[config.mk]
export PLATFORM = sky130hd
export DESIGN_NAME = vlog_tap_scheduler
export DESIGN_NICKNAME = d
export VERILOG_FILES = /design/src/rtl/vlog_tap_scheduler.sv
export SDC_FILE = /design/constraint.sdc
export NUM_CORES = 1
export LEC_CHECK = 0
export ABC_AREA = 1
export BUFFER_PORTS_ARGS = -buffer_cell sky130_fd_sc_hd__buf_2
export CORE_AREA = 5 5 74 76
export DETAILED_ROUTE_END_ITERATION = 10
export DIE_AREA = 0 0 79 81
export GPL_ROUTABILITY_DRIVEN = 0
export PLACE_DENSITY_LB_ADDON = 0.15
export SETUP_SLACK_MARGIN = 0.15
export SYNTH_ARGS = -nofsm -noshare
export SYNTH_HDL_FRONTEND = slang
export SYNTH_SLANG_ARGS = --single-unit
[constraint.sdc]
create_clock -name clk -period 2.2 [get_ports clk]
set_clock_uncertainty 0.1 [all_clocks]
set_input_delay 0.11 -clock clk [delete_from_list [all_inputs] [get_ports clk]]
set_output_delay 0.11 -clock clk [all_outputs]
set_load 0.005 [all_outputs]
[src/rtl/vlog_tap_scheduler.sv]
// ---------------------------------------------------------------------------
// vlog_tap_scheduler
//
// Collects pass/fail results from NUM_REQ checkers and serialises them into a
// TAP-style stream: one plan header ("1..NUM_TESTS") followed by NUM_TESTS
// numbered testcase records. Requesters are served round-robin. Once the plan
// is exhausted, late results are swallowed and flagged as an overrun.
//
// Optional feature (macro VLOG_TAP_SCHEDULER_SUMMARY_EN):
//   adds pass_cnt_o / fail_cnt_o, the running ok / not-ok tallies of the
//   records handed off downstream.
//
// Ports:
//   clk, rst        clock, asynchronous active-high reset
//   req_valid_i     per-requester result pending
//   req_ok_i        per-requester result value (1 = ok)
//   req_ready_o     one-hot accept strobe (all-valid echo once done)
//   plan_valid_o    plan header pending
//   plan_count_o    constant NUM_TESTS
//   tc_valid_o      testcase record pending
//   tc_index_o      1-based testcase number of the record
//   tc_ok_o         ok flag of the record
//   tc_src_o        requester ID that produced the record
//   tc_ready_i      downstream accepts header or record
//   done_o          all NUM_TESTS records handed off
//   overrun_o       sticky: a result arrived after the plan was exhausted
//   pass_cnt_o      (optional) records emitted with ok = 1
//   fail_cnt_o      (optional) records emitted with ok = 0
// ---------------------------------------------------------------------------
module vlog_tap_scheduler #(
  parameter int NUM_REQ   = 4,
  parameter int NUM_TESTS = 16,
  parameter int TCW       = 16,
  parameter int IDW       = 2
) (
  input  logic               clk,
  input  logic               rst,
  input  logic [NUM_REQ-1:0] req_valid_i,
  input  logic [NUM_REQ-1:0] req_ok_i,
  output logic [NUM_REQ-1:0] req_ready_o,
  output logic               plan_valid_o,
  output logic [TCW-1:0]     plan_count_o,
  output logic               tc_valid_o,
  output logic [TCW-1:0]     tc_index_o,
  output logic               tc_ok_o,
  output logic [IDW-1:0]     tc_src_o,
  input  logic               tc_ready_i,
  output logic               done_o,
  output logic               overrun_o
`ifdef VLOG_TAP_SCHEDULER_SUMMARY_EN
  ,
  output logic [TCW-1:0]     pass_cnt_o,
  output logic [TCW-1:0]     fail_cnt_o
`endif
);

  localparam logic [TCW-1:0] NUM_TESTS_W = TCW'(NUM_TESTS);
  localparam logic [IDW:0]   NUM_REQ_W   = (IDW+1)'(NUM_REQ);

  typedef enum logic [1:0] {
    ST_PLAN,
    ST_ARB,
    ST_EMIT,
    ST_DONE
  } state_t;

  state_t             state_q, state_d;
  logic [TCW-1:0]     count_q;
  logic [TCW-1:0]     count_inc;
  logic [IDW-1:0]     ptr_q;
  logic [IDW-1:0]     ptr_nxt;

  logic [2*NUM_REQ-1:0] req_dbl;
  logic [NUM_REQ-1:0]   req_rot;
  logic                 grant_found;
  logic [IDW-1:0]       grant_off;
  logic [IDW:0]         winner_sum;
  logic [IDW:0]         winner_wrap;
  logic [IDW-1:0]       grant_idx;
  logic [IDW:0]         ptr_sum;
  logic [IDW:0]         ptr_wrap;
  logic [NUM_REQ-1:0]   grant_onehot;
  logic                 grant_ok;
  logic                 emit_hs;

  assign count_inc = count_q + TCW'(1);
  assign emit_hs   = (state_q == ST_EMIT) && tc_ready_i;

  // Rotate the request vector so the round-robin pointer sits at bit 0;
  // the lowest set bit of the rotated vector is then the winner's offset
  // from the pointer, which naturally handles the wrap from NUM_REQ-1 to 0.
  assign req_dbl = {req_valid_i, req_valid_i};
  assign req_rot = NUM_REQ'(req_dbl >> ptr_q);

  // Priority encode the rotated vector. Scanning downward lets the lowest
  // offset overwrite any higher one, so the nearest requester wins.
  always_comb begin
    grant_found = 1'b0;
    grant_off   = '0;
    for (int i = NUM_REQ - 1; i >= 0; i--) begin
      if (req_rot[i]) begin
        grant_found = 1'b1;
        grant_off   = IDW'(i);
      end
    end
  end

  // Convert offset back to an absolute requester ID and derive the pointer
  // for the next round (winner + 1, modulo NUM_REQ). The pointer is always
  // below NUM_REQ, so one conditional subtraction is enough for the modulo.
  always_comb begin
    winner_sum   = {1'b0, ptr_q} + {1'b0, grant_off};
    winner_wrap  = (winner_sum >= NUM_REQ_W) ? (winner_sum - NUM_REQ_W) : winner_sum;
    grant_idx    = winner_wrap[IDW-1:0];
    ptr_sum      = {1'b0, grant_idx} + (IDW+1)'(1);
    ptr_wrap     = (ptr_sum >= NUM_REQ_W) ? (ptr_sum - NUM_REQ_W) : ptr_sum;
    ptr_nxt      = ptr_wrap[IDW-1:0];
    grant_onehot = grant_found ? (NUM_REQ'(1) << grant_idx) : '0;
    grant_ok     = |(req_ok_i & grant_onehot);
  end

  // State register.
  always_ff @(posedge clk or posedge rst) begin
    if (rst) begin
      state_q <= ST_PLAN;
    end else begin
      state_q <= state_d;
    end
  end

  // Next-state and accept-strobe logic. Requesters are only ever accepted in
  // ARB (one winner) or DONE (everything, to drain late results).
  always_comb begin
    state_d     = state_q;
    req_ready_o = '0;
    case (state_q)
      ST_PLAN: begin
        if (tc_ready_i) state_d = ST_ARB;
      end
      ST_ARB: begin
        if (grant_found) begin
          req_ready_o = grant_onehot;
          state_d     = ST_EMIT;
        end
      end
      ST_EMIT: begin
        if (tc_ready_i) state_d = (count_inc == NUM_TESTS_W) ? ST_DONE : ST_ARB;
      end
      ST_DONE: begin
        req_ready_o = req_valid_i;
      end
      default: state_d = ST_PLAN;
    endcase
  end

  // Status outputs decode directly from the state register.
  assign plan_valid_o = (state_q == ST_PLAN);
  assign tc_valid_o   = (state_q == ST_EMIT);
  assign done_o       = (state_q == ST_DONE);
  assign plan_count_o = NUM_TESTS_W;

  // Record capture, handed-off count, round-robin pointer and overrun flag.
  // The record is loaded at the grant and held untouched through EMIT.
  always_ff @(posedge clk or posedge rst) begin
    if (rst) begin
      count_q    <= '0;
      ptr_q      <= '0;
      tc_index_o <= '0;
      tc_ok_o    <= 1'b0;
      tc_src_o   <= '0;
      overrun_o  <= 1'b0;
    end else begin
      if (state_q == ST_ARB && grant_found) begin
        tc_index_o <= count_inc;
        tc_ok_o    <= grant_ok;
        tc_src_o   <= grant_idx;
        ptr_q      <= ptr_nxt;
      end
      if (emit_hs) begin
        count_q <= count_inc;
      end
      if (state_q == ST_DONE && (|req_valid_i)) begin
        overrun_o <= 1'b1;
      end
    end
  end

`ifdef VLOG_TAP_SCHEDULER_SUMMARY_EN
  // Pass/fail tallies advance only on the downstream handshake, so their
  // sum always tracks the handed-off count; DONE-state discards are ignored.
  always_ff @(posedge clk or posedge rst) begin
    if (rst) begin
      pass_cnt_o <= '0;
      fail_cnt_o <= '0;
    end else if (emit_hs) begin
      if (tc_ok_o) pass_cnt_o <= pass_cnt_o + TCW'(1);
      else         fail_cnt_o <= fail_cnt_o + TCW'(1);
    end
  end
`endif

endmodule
# Word-level counts from Yosys, hierarchy flattened
# Cells that the tools add are included.
# W data, S select, Z words.
[totals] regBits=40 latchBits=0 ram_bits=0 romBits=0 out_inout_bits=43 memories=0
[op_classes] add_sub_neg=5 multipliers=0 div_mod_pow=0 magnitude_cmp=2 eq_ne=7 shift=2 mux=18 bitwise=1 n_reduce_logical=8
[ops] op="$mux W2" n=10
[ops] op="$add A16 B1 Y16 const B" n=1
[ops] op="$eq A16 B5 Y1 const B" n=1
[ops] op="$mux W4" n=2
[ops] op="$pmux W4 S2" n=1
[ops] op="$reduce_or A4 Y1" n=2
[ops] op="$shr A8 B2 Y4" n=1
[ops] op="$ge A3 B3 Y1 const B" n=2
[ops] op="$pmux W2 S3" n=1
[ops] op="$and A4 B4 Y4" n=1
[ops] op="$eq A2 B2 Y1 const B" n=2
[ops] op="$mux W1" n=4
[ops] op="$ne A2 B1 Y1 const B" n=2
[ops] op="$reduce_and A4 Y1" n=1
[ops] op="$shl A1 B2 Y4 const A" n=1
[ops] op="$sub A2 B1 Y2 const B" n=2
[ops] op="$add A2 B1 Y3 const B" n=1
[ops] op="$add A2 B2 Y3" n=1
[ops] op="$logic_and A1 B1 Y1" n=3
[ops] op="$reduce_bool A3 Y1" n=1
[ops] op="$eq A2 B1 Y1 const B" n=1
[ops] op="$logic_not A2 Y1" n=1
[ops] op="$ne A2 B2 Y1 const B" n=1

# Depth between registers and ports, before layout
# Gate-level depths: netlist of the first run.
[depth] word_depth=12 ltp_mapped=15 mapped_depth_nobuf=15

# Worst setup path before layout of the first run
# No wires, ideal clock.
[synth_timing] kind="flip-flop to output port" start="register ptr_q[1]" end="output req_ready_o[0]" arrival_time_ns=1.833 required_time_ns=1.990 setup_slack_ns=0.157 path_stages_with_launch=14 n_path_buf=1 cell_sequence="dfrtp_1 -> buf_4 -> inv_1 -> nand3_1 -> nand2_1 -> nand3_1 -> a21boi_0 -> ha_1 -> xor2_1 -> nand3b_1 -> nand2_1 -> inv_2 -> nand2_1 -> o21ai_0"
[synth_between] elab_chain_cells=12
[synth_lines] element="start: declaration" line="70" source="logic [IDW-1:0] ptr_q;"
[synth_lines] element="start signal: assignment" line="177" source="ptr_q <= ptr_nxt;"
[synth_lines] element="$shr A8 B2 Y4" line="93" source="assign req_rot = NUM_REQ'(req_dbl >> ptr_q);"
[synth_lines] element="$mux W2 (4 in a row)" line="101" source="if (req_rot[i]) begin"
[synth_lines] element="$add A2 B2 Y3" line="112" source="winner_sum = {1'b0, ptr_q} + {1'b0, grant_off};"
[synth_lines] element="$ge A3 B3 Y1 or $sub A2 B1 Y2 (tied branches)" line="113" source="winner_wrap = (winner_sum >= NUM_REQ_W) ? (winner_sum - NUM_REQ_W) : winner_sum;"
[synth_lines] element="$mux W2" line="113"
[synth_lines] element="$shl A1 B2 Y4" line="118" source="grant_onehot = grant_found ? (NUM_REQ'(1) << grant_idx) : '0;"
[synth_lines] element="$mux W4" line="118"
[synth_lines] element="$mux W4 *" line="141" source="if (grant_found) begin"
[synth_lines] element="$pmux W4 S2 *" line="136" source="case (state_q)"
[synth_lines] element="end: declaration" line="40" source="output logic [NUM_REQ-1:0] req_ready_o,"
# Mark *: on every way between the ends. The rest lies on a longest branch, timed or not.

# Final worst setup path of the first run
[layout_timing] start="register ptr_q[0]" end="output req_ready_o[0]"
# Same word-level chain as after synthesis.

==> impl_metrics.ini, run 1 <==
[clock_tree]
clk_pin_slew_ns = 0.08
clock-sinks = 40
cts_tree = built
clk_path_buf_depth = 2
clock_latency_ns = 0.30
cts_buffers = 5
root_buffer = clkbuf_8
cts_max_level = 2

[power]
vdd_drop_max_mv = 0.6880
p_leak_nw = 1.518
power-per-cell-area_mw_per_mm2 = 1453

[yosys]
ys_seq_area_share_pct = 40.53
synth_cell_types = 32
avgSynthCellArea_um2 = 7.530
synth_cells = 328
syn_area_mm2 = 0.002470
ys_warn_count = 0
synth_seq_cells = 40

[placement]
placed_cell_area_mm2 = 0.002659
port-buffer-count = 37
dpl.hpwl_um = 4073

[cells_and_area]
area_delta_synth_final_pct = 22.34
nNetsFinal = 407
final_cell_area_mm2 = 0.003022
n_antenna_cell = 0
final_core_util_pct = 64.83
drive_above_1_share_pct = 30.41

[floorplanning]
core_mm2 = 0.004661
chipHeight_um = 81
die_area_mm2 = 0.006399
start_util_pct = 52.99
core.rowCount = 25
die_w_um = 79
ioPinCount = 54

[run]
drv_cap = 0

[critical_path]
worstPathMaxFanout = 6
cp-end-kind = output port
cp.arrival_ns = 2.25
path_cells = inv_4 > nand2_2 > nand3_2 > nand3_2 > a21boi_2 > ha_2 > xor2_2 > nand3b_1 > nand2_2 > inv_4 > nand2_4 > o21ai_2 > buf_2
rr_worst_depth = 16
r2r_setup_slack_ns = -0.15
start_kind = register
slowest_stage = dfrtp_2
crit_path_max_incr_delay_ns = 0.47
crit_type = reg2out
required_ns = 1.99

[route]
post-route-drc-count = 0
via_per_inst = 5.072
drt_iter0_markers = 82
drt_first_pass_iters = 4
wl_per_cell_um = 13.60
ant_nets = 0
vias = 2242
routed_wl_um = 6009

[outcome]
status = complete, but fails checks
violations = negative setup slack

[global_route]
grt_max_degree = 41
grt_pass1_vias = 2085
grt_overflow = 0
antenna_found_initial = 0
grtUsageTotal_pct = 18.49
grt_pass1_wl_um = 9321

[sta]
maxSlewHeadroom_pct = 65.62
finalHoldViolCount = 0
timing.final.ws_setup_ns = -0.2553
period_needed_ns = 2.455
layout_worst_path_cycle_share_pct = 111.6
rsz0062_at_grt = yes
worstMarginPinSlew_ns = 0.5156
finalSetupViolations = 7
maxSlewViolCount = 0
tns_ns = -1.218
fmax_ghz = 0.4073

[min_path]
hold_depth = 5
hold_path.class = in2reg
-- per-stage QoR --
stage          hold WS (ns)  std cells  setup WS (ns)  power (mW)
4_1_cts             0.07290        432        -0.2020       3.861
6_report            0.07587        442        -0.2553       4.390
3_5_place_dp         0.1714        418       -0.01481       3.165
3_3_place_gp         0.1682        418        0.05018       3.124
2_1_floorplan        0.2184        342         0.1570       2.626
5_1_grt              0.1067        442        -0.4023       4.779
-- cells by family (layout without fill, tap and decap cells) --
kind of cell / after synthesis / after routing / share of synthesized area (%)
compound gates: 43 / 43 / 9.575
simple gates: 174 / 174 / 31.66
fa+ha+maj: 8 / 8 / 4.053
xor+xnor: 4 / 4 / 1.419
buf+inv: 57 / 103 / 12.46
flops: 40 / 40 / 40.53
other cells: 2 / 16 / 0.3041
-- what timing repair did --
action | in CTS | in global routing
buffers inserted | 6 | 9
gates resized for setup | 14 | 30
hold buffers | 1 | 0
setup endpoints to repair | 7 | 25
pin swaps | 8 | 8
gates cloned | 0 | 1
hold endpoints to repair | 40 | 0
-- cells in the final DEF, fill, tap and decap left out, types with 2 or more instances in the layout --
cell      Yosys  final
inv_4         1      3
nand2_2       8     14
o21ai_2       0      2
nand3_2       2      8
buf_4        18     21
clkbuf_8      0      5
ha_2          0      2
o21ai_1       4      6
a31oi_1       5      5
inv_1        29     28
ha_1          8      6
dfrtp_2       0      3
nor2_2        3      3
clkinv_2      1      2
nand2_4       1      5
dfrtp_1      40     37
buf_2         0     37
nand4_1       7      7
nor2_4        3      3
nand2_1      97     87
conb_1        2     16
nor2_1       26     26
nand3_1      24     18
o21ai_0      28     24
xor2_1        3      2
o21bai_1      2      2
-- synthesized netlist by cell type (all sizes together) --
library cell / number / area, um2
inv: 33 / 126.4
a31oi: 5 / 31.28
clkinv: 1 / 5.000
nand2: 106 / 425.4
buf: 21 / 168.9
nor3: 2 / 15.01
nand3b: 1 / 7.510
a21boi: 1 / 7.510
nand4: 7 / 43.79
nor2: 32 / 150.1
xor2: 3 / 26.28
nand3: 26 / 140.1
dfrtp: 40 / 1001
o21ai: 32 / 160.2
o211ai: 1 / 7.510
o31ai: 1 / 7.510
conb: 2 / 7.510
o21bai: 2 / 15.01
xnor2: 1 / 8.760
o21a: 1 / 7.510
ha: 8 / 100.1
clkbuf: 2 / 7.510
-- flip-flops by register name, indices dropped and copies added, names as in the netlist --
register and count:
ptr_q 2, overrun_o 1, state_q 2, count_q 16
tc_src_o 2, tc_index_o 16, tc_ok_o 1
-- path summary, 6_finish.rpt --
path / from / to
worst min-delay path: req_ok_i[1] / tc_ok_o
worst max-delay path: ptr_q[0] / req_ready_o[0]
min in group asynchronous: rst / state_q[0]
worst min register to register: overrun_o / overrun_o
worst max register to register: ptr_q[0] / tc_ok_o
max in group asynchronous: rst / count_q[3]
-- routing by layer --
| layer | vias up | global-route usage [%] | wire, um |
|---|---|---|---|
| met2 | 62 | 32.41 | 3069 |
| met3 | 13 | 4.545 | 247 |
| met4 | 0 | 7.216 | 148 |
| li1 | 1135 | - | - |
| met5 | - | 0 | 0 |
| met1 | 1032 | 21.90 | 2543 |
-- critical path, delay by kind of cell (launching register included) --
family	cells	cell delay [ns]
AOI/OAI and AO/OA	2	0.25
xor gates and xnor gates	1	0.15
buffers and inverters	3	0.32
and+or+nand+nor	6	0.56
adders and majority gates	1	0.21
DFF	1	0.47
-- layout make-up --
type	instances	area, um2
Fill cell	408	1639
Inverter	34	141.4
Tap cell	54	67.56
Sequential cell	40	1005
Multi-Input combinational cell	245	1318
Clock inverter	2	12.51
Clock buffer	5	68.82
Timing Repair Buffer	62	409.1
-- power by group --
group	leakage [nW]	switching (mW)	internal [mW]	total [mW]
clock	0.0400	0.259	0.215	0.474
sequential	0.496	0.234	1.00	1.24
combinational	0.982	1.50	1.18	2.68
Note: power is estimated with default switching activity, not from simulation.
==> inputs of run 2 (changes only) <==
- clock period: 2.2 -> 2.5 ns (I/O delays scaled with it)
==> run 2 against run 1 <==
Against the previous run: the run now ends clean; combinational power down 22%; sequential cell count unchanged; critical path depth unchanged; sequential power down 11%; count of clock-buffer cells in the layout unchanged; hold slack better by 0.012 ns; register-to-register slack better by 0.24 ns; design area down 3.4%; die area unchanged; global-route usage up 0.61 points; clock power down 13%; cell count down 1.6%; critical path type unchanged; largest power group unchanged.
==> impl_metrics.ini, run 2 (synthesis results as in run 1) <==
[global_route]
grt_max_degree = 41
grt_pass1_vias = 2139
grtUsageTotal_pct = 19.10
grt_pass1_wl_um = 9694
grt_overflow = 0
antenna_found_initial = 0

[critical_path]
worstPathMaxFanout = 6
cp.arrival_ns = 2.27
start_kind = register
rr_worst_depth = 16
cp-end-kind = output port
reg2reg_to = tc_ok_o
r2r_setup_slack_ns = 0.09
crit_type = reg2out
required_ns = 2.28
r2r-start = ptr_q[0]

[placement]
dp_cells = 414
place_ws_ns = 0.1513
placed_cell_area_mm2 = 0.002629
port-buffer-count = 37
dpl.hpwl_um = 4120

[cells_and_area]
final_cell_mix = 85 x nand2_1, 38 x dfrtp_1, 37 x buf_2
final_cell_area_mm2 = 0.002918
nNetsFinal = 400
drive_above_1_share_pct = 29.13
top_regs = count_q x16, tc_index_o x16
area_delta_synth_final_pct = 18.14
final_common_cell = nand2_1
nFillCells = 428
stdcell_count = 435
n_antenna_cell = 0

[min_path]
hold_path.class = in2reg
hp-start = req_ok_i[3]
hold_depth = 5
hold_end = tc_ok_o

[clock_tree]
cts_buffers = 5
clock_latency_ns = 0.29
cts_tree = built
cts_max_level = 2
clock-sinks = 40
clk_pin_slew_ns = 0.07
root_buffer = clkbuf_8
clk_path_buf_depth = 2

[power]
p_leak_nw = 1.458
p_comb_share_pct = 58.0
power.switching_mw = 1.641
p_int_mw = 1.972
switching_share_pct = 45.43
seq_power_share_pct = 30.6
vdd_drop_max_mv = 0.4992
power-per-cell-area_mw_per_mm2 = 1238
clkPwrFrac_pct = 11.4
power_mw = 3.613

[route]
vias = 2231
drt_first_pass_iters = 4
post-route-drc-count = 0
drt_iter0_markers = 106
routed_wl_um = 5752
wl_per_cell_um = 13.22
ant_nets = 0
via_per_inst = 5.129

[run]
drv_cap = 0

[sta]
rsz0062_at_grt = yes
tns_ns = 0
maxSlewHeadroom_pct = 65.47
timing.final.ws_setup_ns = 0.005609
finalSetupViolations = 0
worstMarginPinSlew_ns = 0.5180
maxSlewViolCount = 0
fmax_ghz = 0.4009
layout_worst_path_cycle_share_pct = 99.78
finalHoldViolCount = 0
period_needed_ns = 2.494

[floorplanning]
start_util_pct = 52.99
die_area_mm2 = 0.006399
die_w_um = 79
core_mm2 = 0.004661
chipHeight_um = 81
core.rowCount = 25
ioPinCount = 54

[outcome]
status = finished, final reports clean
[run 2: routing by layer]
layer,up-vias,GRT usage [%],part of all wire [%]
li1,1118,-,-
met1,1043,21.86,42
met2,57,35.52,51
met3,13,3.769,4.4
met4,0,6.529,2.3
met5,-,0,0
[run 2: power groups by stage]
| stage | Sequential, mW | Clock [mW] | Combinational [mW] |
|---|---|---|---|
| 2_1_floorplan | 1.06 | 0 | 1.25 |
| 3_3_place_gp | 1.09 | 0 | 1.59 |
| 3_5_place_dp | 1.10 | 0 | 1.62 |
| 4_1_cts | 1.09 | 0.425 | 1.89 |
| 5_1_grt | 1.14 | 0.454 | 2.37 |
| 6_report | 1.10 | 0.412 | 2.10 |
[run 2: layout make-up]
type	count	area [um2]	share of cell area, %
clock buffer	5	68.82	2.358
clock inverter	2	12.51	0.4288
inverter	34	136.4	4.674
multi-input combinational	245	1306	44.77
sequential	40	1003	34.39
tap	54	67.56	2.316
timing repair buffer	55	322.8	11.06
[run 2: metrics by stage]
stage,utilization [%],hold slack (ns)
3_3_place_gp,56.40,0.1780
3_5_place_dp,56.40,0.1810
4_1_cts,60.46,0.07413
5_1_grt,62.60,0.1495
6_report,62.60,0.08785
2_1_floorplan,-,0.2428
[run 2: worst max-delay path by stage]
| stage | from | endpoint | slack [ns] | depth (start not counted) |
|---|---|---|---|---|
| 2_1_floorplan | ptr_q[1] | req_ready_o[0] | 0.44 | 13 |
| 3_3_place_gp | ptr_q[1] | req_ready_o[0] | 0.32 | 13 |
| 5_1_grt | ptr_q[0] | req_ready_o[1] | -0.13 | 13 |
| 4_1_cts | ptr_q[0] | req_ready_o[0] | 0.04 | 13 |
| 3_5_place_dp | ptr_q[1] | req_ready_o[0] | 0.15 | 13 |
| 6_report | ptr_q[0] | req_ready_o[0] | 0.006 | 13 |
[run 2: worst max-delay path: stages (launching register included)]
cell and delay [ns]:
dfrtp_2 0.47, inv_4 0.11, nand2_2 0.09, nand3_2 0.10, nand3_2 0.09, a21boi_2 0.13
ha_2 0.20, xor2_2 0.15, nand3b_1 0.14, nand2_2 0.09, inv_2 0.09, nand2_2 0.07
o21ai_2 0.12, buf_2 0.12
[run 2: what timing repair did]
item                                    in CTS  in global routing
endpoints found under the setup margin       4                  5
hold buffers                                 1                  0
pin swaps                                    6                  6
endpoints found under the hold margin       40                  0
cloned                                       0                  0
buffers inserted                             7                  6
gates resized for setup                     17                 17
